===== src/rtl/bankgroup_rd_collector_pkg.sv =====
`default_nettype none
// +----------------------------------------------------------------------------
// | bankgroup_rd_collector_pkg : bus geometry and defaults shared by the collector
// | Rev 1.0
// +----------------------------------------------------------------------------
package bankgroup_rd_collector_pkg;

  // The bank group output bus is one valid flag on top of the data word.
  localparam int C_L_BUS_W   = 33;
  localparam int C_VALID_BIT = C_L_BUS_W - 1;
  localparam int C_L_DW      = C_VALID_BIT;
  localparam int DEPTH_DEF   = 4;
  localparam int TAG_W_DEF   = 2;

  // One extra bit over the pointer width so that full and empty differ.
  function automatic int cnt_w(input int depth);
    return $clog2(depth) + 1;
  endfunction

endpackage
`default_nettype wire


===== src/rtl/bankgroup_rd_collector_sync_fifo.sv =====
`default_nettype none
// +----------------------------------------------------------------------------
// | bankgroup_rd_collector_sync_fifo : show-ahead synchronous FIFO with flush
// | Rev 1.0
// +----------------------------------------------------------------------------
module bankgroup_rd_collector_sync_fifo
  import bankgroup_rd_collector_pkg::*;
#(
  parameter int WIDTH = 8,
  parameter int DEPTH = 4,
  localparam int AW   = $clog2(DEPTH),
  localparam int CW   = cnt_w(DEPTH)
) (
  input  logic             clk,
  input  logic             rst,
  input  logic             flush_i,
  input  logic             push_i,
  input  logic             pop_i,
  input  logic [WIDTH-1:0] wdata_i,
  output logic [WIDTH-1:0] rdata_o,
  output logic [CW-1:0]    count_o,
  output logic             full_o,
  output logic             empty_o
);

  logic [WIDTH-1:0] mem_q [DEPTH];
  logic [AW-1:0]    wr_ptr_q, wr_ptr_d;
  logic [AW-1:0]    rd_ptr_q, rd_ptr_d;
  logic [CW-1:0]    count_q, count_d;
  logic             do_push, do_pop;

  assign full_o  = (count_q == CW'(DEPTH));
  assign empty_o = (count_q == '0);
  assign do_push = push_i & ~full_o;
  assign do_pop  = pop_i & ~empty_o;

  always_comb begin
    wr_ptr_d = wr_ptr_q;
    rd_ptr_d = rd_ptr_q;
    count_d  = count_q;
    if (do_push) wr_ptr_d = wr_ptr_q + AW'(1);
    if (do_pop)  rd_ptr_d = rd_ptr_q + AW'(1);
    if (do_push && !do_pop)      count_d = count_q + CW'(1);
    else if (!do_push && do_pop) count_d = count_q - CW'(1);
    if (flush_i) begin
      wr_ptr_d = '0;
      rd_ptr_d = '0;
      count_d  = '0;
    end
  end

  always_ff @(posedge clk) begin
    if (rst) begin
      wr_ptr_q <= '0;
      rd_ptr_q <= '0;
      count_q  <= '0;
    end else begin
      wr_ptr_q <= wr_ptr_d;
      rd_ptr_q <= rd_ptr_d;
      count_q  <= count_d;
    end
  end

  always_ff @(posedge clk) begin
    if (do_push && !flush_i) mem_q[wr_ptr_q] <= wdata_i;
  end

  // Head is forced to zero while empty so reset/flush present a clean bus.
  assign rdata_o = empty_o ? '0 : mem_q[rd_ptr_q];
  assign count_o = count_q;

endmodule
`default_nettype wire


===== src/rtl/bankgroup_rd_collector.sv =====
`default_nettype none
// +----------------------------------------------------------------------------
// | bankgroup_rd_collector : tags bank group read returns and buffers them
// | Rev 1.0
// +----------------------------------------------------------------------------
module bankgroup_rd_collector
  import bankgroup_rd_collector_pkg::*;
#(
  parameter int DW    = C_L_DW,
  parameter int DEPTH = DEPTH_DEF,
  parameter int TAG_W = TAG_W_DEF,
  localparam int CW   = cnt_w(DEPTH)
) (
  input  logic             clk,
  input  logic             rst,
  input  logic             flush,
  input  logic             rd_issue,
  input  logic [TAG_W-1:0] rd_tag,
  input  logic [DW:0]      bg_dout,
  output logic             rd_credit,
  output logic             rsp_valid,
  input  logic             rsp_ready,
  output logic [DW-1:0]    rsp_data,
  output logic [TAG_W-1:0] rsp_tag,
  output logic [CW-1:0]    outstanding,
  output logic             err_ovf,
  output logic             err_unexp
);

  logic                ret_valid;
  logic                tag_push, tag_pop, rsp_push, rsp_pop;
  logic [TAG_W-1:0]    tag_head;
  logic [CW-1:0]       tag_count, rsp_count;
  logic                tag_full, tag_empty, rsp_full, rsp_empty;
  logic [TAG_W+DW-1:0] rsp_wdata, rsp_rdata;
  logic [CW:0]         inflight;
  logic                err_ovf_q, err_ovf_d, err_unexp_q, err_unexp_d;

  assign ret_valid = bg_dout[DW];

  // Credit depends only on registered occupancy, never on this cycle's inputs.
  assign inflight  = {1'b0, tag_count} + {1'b0, rsp_count};
  assign rd_credit = (inflight < (CW+1)'(DEPTH));

  assign tag_push  = rd_issue & rd_credit & ~flush;
  assign tag_pop   = ret_valid & ~tag_empty & ~flush;
  assign rsp_push  = tag_pop;
  assign rsp_pop   = rsp_valid & rsp_ready & ~flush;
  assign rsp_wdata = {tag_head, bg_dout[DW-1:0]};

  bankgroup_rd_collector_sync_fifo #(.WIDTH(TAG_W), .DEPTH(DEPTH)) u_tag_fifo (
    .clk     (clk),
    .rst     (rst),
    .flush_i (flush),
    .push_i  (tag_push),
    .pop_i   (tag_pop),
    .wdata_i (rd_tag),
    .rdata_o (tag_head),
    .count_o (tag_count),
    .full_o  (tag_full),
    .empty_o (tag_empty)
  );

  bankgroup_rd_collector_sync_fifo #(.WIDTH(TAG_W+DW), .DEPTH(DEPTH)) u_rsp_fifo (
    .clk     (clk),
    .rst     (rst),
    .flush_i (flush),
    .push_i  (rsp_push),
    .pop_i   (rsp_pop),
    .wdata_i (rsp_wdata),
    .rdata_o (rsp_rdata),
    .count_o (rsp_count),
    .full_o  (rsp_full),
    .empty_o (rsp_empty)
  );

  always_comb begin
    err_ovf_d   = err_ovf_q;
    err_unexp_d = err_unexp_q;
    if (!flush && rd_issue && !rd_credit) err_ovf_d   = 1'b1;
    if (!flush && ret_valid && tag_empty) err_unexp_d = 1'b1;
  end

  // Error flags are sticky across flush; only reset clears them.
  always_ff @(posedge clk) begin
    if (rst) begin
      err_ovf_q   <= 1'b0;
      err_unexp_q <= 1'b0;
    end else begin
      err_ovf_q   <= err_ovf_d;
      err_unexp_q <= err_unexp_d;
    end
  end

  assign rsp_valid   = ~rsp_empty;
  assign rsp_data    = rsp_rdata[DW-1:0];
  assign rsp_tag     = rsp_rdata[TAG_W+DW-1:DW];
  assign outstanding = tag_count;
  assign err_ovf     = err_ovf_q;
  assign err_unexp   = err_unexp_q;

  a_rsp_no_overflow: assert property (@(posedge clk) disable iff (rst) !(rsp_push && rsp_full));
  a_tag_no_overflow: assert property (@(posedge clk) disable iff (rst) !(tag_push && tag_full));

endmodule
`default_nettype wire


===== config.mk =====
export PLATFORM = sky130hd
export DESIGN_NAME = bankgroup_rd_collector
export DESIGN_NICKNAME = d
export VERILOG_FILES = /design/src/rtl/bankgroup_rd_collector_pkg.sv /design/src/rtl/bankgroup_rd_collector_sync_fifo.sv /design/src/rtl/bankgroup_rd_collector.sv
export SDC_FILE = /design/constraint.sdc
export NUM_CORES = 1
export LEC_CHECK = 0
export CAP_MARGIN = 20
export CORE_ASPECT_RATIO = 0.6
export CORE_MARGIN = 2
export CORE_UTILIZATION = 55
export CTS_BUF_LIST = sky130_fd_sc_hd__clkbuf_4 sky130_fd_sc_hd__clkbuf_8 sky130_fd_sc_hd__clkbuf_16
export DETAILED_ROUTE_END_ITERATION = 10
export PLACE_DENSITY = 0.84
export SYNTH_ARGS = -nofsm -noshare
export SYNTH_HDL_FRONTEND = slang
export SYNTH_SLANG_ARGS = --single-unit
export TNS_END_PERCENT = 30

===== constraint.sdc =====
create_clock -name clk -period 3 [get_ports clk]
set_input_delay 0.3 -clock clk [delete_from_list [all_inputs] [get_ports clk]]
set_output_delay 0.3 -clock clk [all_outputs]
set_load 0.02 [all_outputs]

==> reports/metrics.yaml <==
cts:
  cts_resized: 0
  clockBufferDepth: 2
  cts_root_buffer: "clkbuf_16"
  cts_hold_buf: 0
  cts.sinks: 164
  htree_levels: 4
  cts.clk_slew.worst_paths_ns: 0.07
  cts_buffers: 17
  postCtsSetupBuffers: 0
  clock_latency_ns: 0.42
  cts_tree: "done"
worst_setup_path:
  cp.arrival_ns: 3.13
  crit_top_cell: "ha_1"
  cp.required_ns: 3.35
  crit_slowest_cell: "dfxtp_1"
  critical_path.max_fanout: 7
  critPathMaxStageDelay_ns: 0.46
  path_class: "register to register"
  rr_worst_depth: 9
  cp-end-kind: "register"
  path_cells: "ha_1 -> or3_4 -> nor4_4 -> ha_1 -> inv_1 -> fa_1 -> xor2_1 -> or3_1 -> a21oi_1"
  start_kind: "register"
logic_synthesis:
  syn-instance-count: 342
  ys_ff_latch: 164
  synthTopCellsByCount: "edfxtp_1, and2_1, mux4_2"
  synth-seq-area-share: 0.727
  syn-num-nets: 396
  ys_warn_count: 0
  ys.flop_type: "edfxtp_1"
  synth_edf_count: 144
  synth_most_common_cell: "edfxtp_1"
  netlist_area_um2: 6500
  async_flop_share: 0
  syn_area_per_cell_um2: 19.0
  synth.area.top_cells: "edfxtp_1, mux4_2, dfxtp_1"
  synth_cell_types: 33
  synth_top_area_frac: 0.665
  yosysTopAreaCell: "edfxtp_1"
layout:
  layout.nets: 492
  area_delta_synth_final_pct: 25.6
  drive_above_1_share: 0.204
  final_area_um2: 8170
  fillers: 742
  final_core_utilization: 0.716
grt:
  met2_usage: 0.336
  use_met3: 0.0498
  grt_pass1_vias: 3573
  grt_usage: 0.208
  met1_usage: 0.286
  antenna_found_initial: 0
  grt_pass1_wl_um: 19100
  grt.busiest_layer: "met2"
  overflow: 0
  grt_max_degree: 36
floorplan:
  die_y_um: 88.2
  die_width_um: 144
  core_um2: 11400
  boundaryPins: 81
  start_util: 0.570
  die-area_um2: 12700
  num_rows: 30
timing:
  slew-limit-headroom: 0.572
  rsz0062_at_grt: "false"
  finalSetupViolations: 0
  period_share: 0.928
  worstMarginPinSlew_ns: 0.637
  fmax_mhz: 359
  period_needed_ns: 2.78
  hold_viol: 0
  drv_slew: 0
  setup_tns_ns: 0
  skew_ns: 0.00751
pwr:
  p_per_area_nw_per_um2: 604
  leakage_nw: 2.69
  ir_drop_mv: 0.408
  power_frac_seq: 0.511
  power.total_mw: 4.93
  switchingPower_mw: 1.04
  swShare: 0.212
  p_clk_frac: 0.430
  p_int_mw: 3.89
  pwr-share-comb: 0.059
drt:
  via_count: 3315
  final_antenna_net_count: 0
  wl_per_cell_um: 19.5
  viasPerCell: 5.42
  wl_um: 12000
  route.detailed.drc: 0
  dr.pass1.iters: 4
  initialDrtViolationCount: 197
place:
  dpl.hpwl_um: 7620
  io_buffers: 80
  post_dp_cell_area_um2: 7580
  gp_congestion: 0.793
worst_hold_path:
  holdPathStages: 2
  hold_class: "register to register"
job:
  cap_violations: 0
status:
  status: "finished clean"
worst max-delay path: cells and delay by family (launching register included):
family,cells,cell delay (ns)
simple gates,3,1.01
fa+ha+maj,3,0.89
flops,1,0.46
xor+xnor,1,0.16
compound gates,1,0.15
buf+inv,1,0.06
cells by family after synthesis:
kind of cell | count (synthesis) | synth area share
mux | 42 | 0.134
simple gates | 80 | 0.0733
compound gates | 15 | 0.0144
flops | 164 | 0.727
xor+xnor | 6 | 0.00808
buf+inv | 21 | 0.0142
fa+ha+maj | 14 | 0.0293
power by group through the flow:
stage	Combinational (mW)	Sequential, mW	Clock [mW]
4_1_cts	0.297	2.52	2.16
5_1_grt	0.320	2.52	2.24
3_3_place_gp	0.285	2.57	0
6_report	0.293	2.52	2.12
3_5_place_dp	0.295	2.57	0
2_1_floorplan	0.133	2.57	0
final timing paths:
kind / start / endpoint / slack, ns
setup / recovery: u_rsp_fifo.count_o[2]$_SDFFE_PP0P_ / u_tag_fifo.count_o[2]$_SDFFE_PP0P_ / 0.22
hold / removal: err_ovf$_SDFFE_PP0P_ / err_ovf$_SDFFE_PP0P_ / 0.45
setup reg to reg: u_rsp_fifo.count_o[2]$_SDFFE_PP0P_ / u_tag_fifo.count_o[2]$_SDFFE_PP0P_ / 0.22
hold reg to reg: err_ovf$_SDFFE_PP0P_ / err_ovf$_SDFFE_PP0P_ / 0.45
registers in the layout, indices dropped and copies added, names as in the netlist, named ones only:
name                 flops
u_rsp_fifo.mem_q       136
u_tag_fifo.mem_q         8
u_rsp_fifo.count_o       3
u_tag_fifo.count_o       3
u_rsp_fifo.rd_ptr_q      2
u_rsp_fifo.wr_ptr_q      2
u_tag_fifo.rd_ptr_q      2
u_tag_fifo.wr_ptr_q      2
err_ovf                  1
err_unexp                1
cell usage in the layout (no fill, tap or decap), drive strengths merged:
cell             n
edfxtp         144
clkdlybuf4s50   80
and2            44
mux4            36
dfxtp           20
clkbuf          17
inv             13
ha              12
nor2            11
buf             10
nand2            9
a21oi            7
clkinv           7
mux2i            6
xor2             6
or3              5
o21ai            3
nand2b           2
o31ai            2
or2              2
fa               2
bufinv           2
diode            1
and3             1
nor3b            1
nor4             1
nor3             1
a211oi           1
nor2b            1
nand3            1
or4              1
o311ai           1
o21bai           1
clkinvlp         1
cell type report:
class,instances,area [µm²],area share
clock inverter,15,155,0.0190
antenna,1,2.50,0.000306
inverter,8,30.0,0.00368
sequential,164,4730,0.579
tap,160,200,0.0245
clock buffer,17,425,0.0521
multi-input combinational,157,1690,0.207
timing repair buffer,90,938,0.115
per-stage QoR:
stage	std cells	setup slack, ns	hold WS [ns]
3_3_place_gp	579	0.350	0.437
6_report	612	0.217	0.451
3_5_place_dp	579	0.261	0.450
4_1_cts	611	0.253	0.459
5_1_grt	611	0.0378	0.479
2_1_floorplan	342	0.151	0.369
layer usage:
layer  vias to the layer above  wire length (µm)
li1                       1523                 -
met1                      1686              5430
met2                        97              5670
met3                         9               751
met4                         0                99
met5                         -                 0
Power figures use the tool's default switching activity.
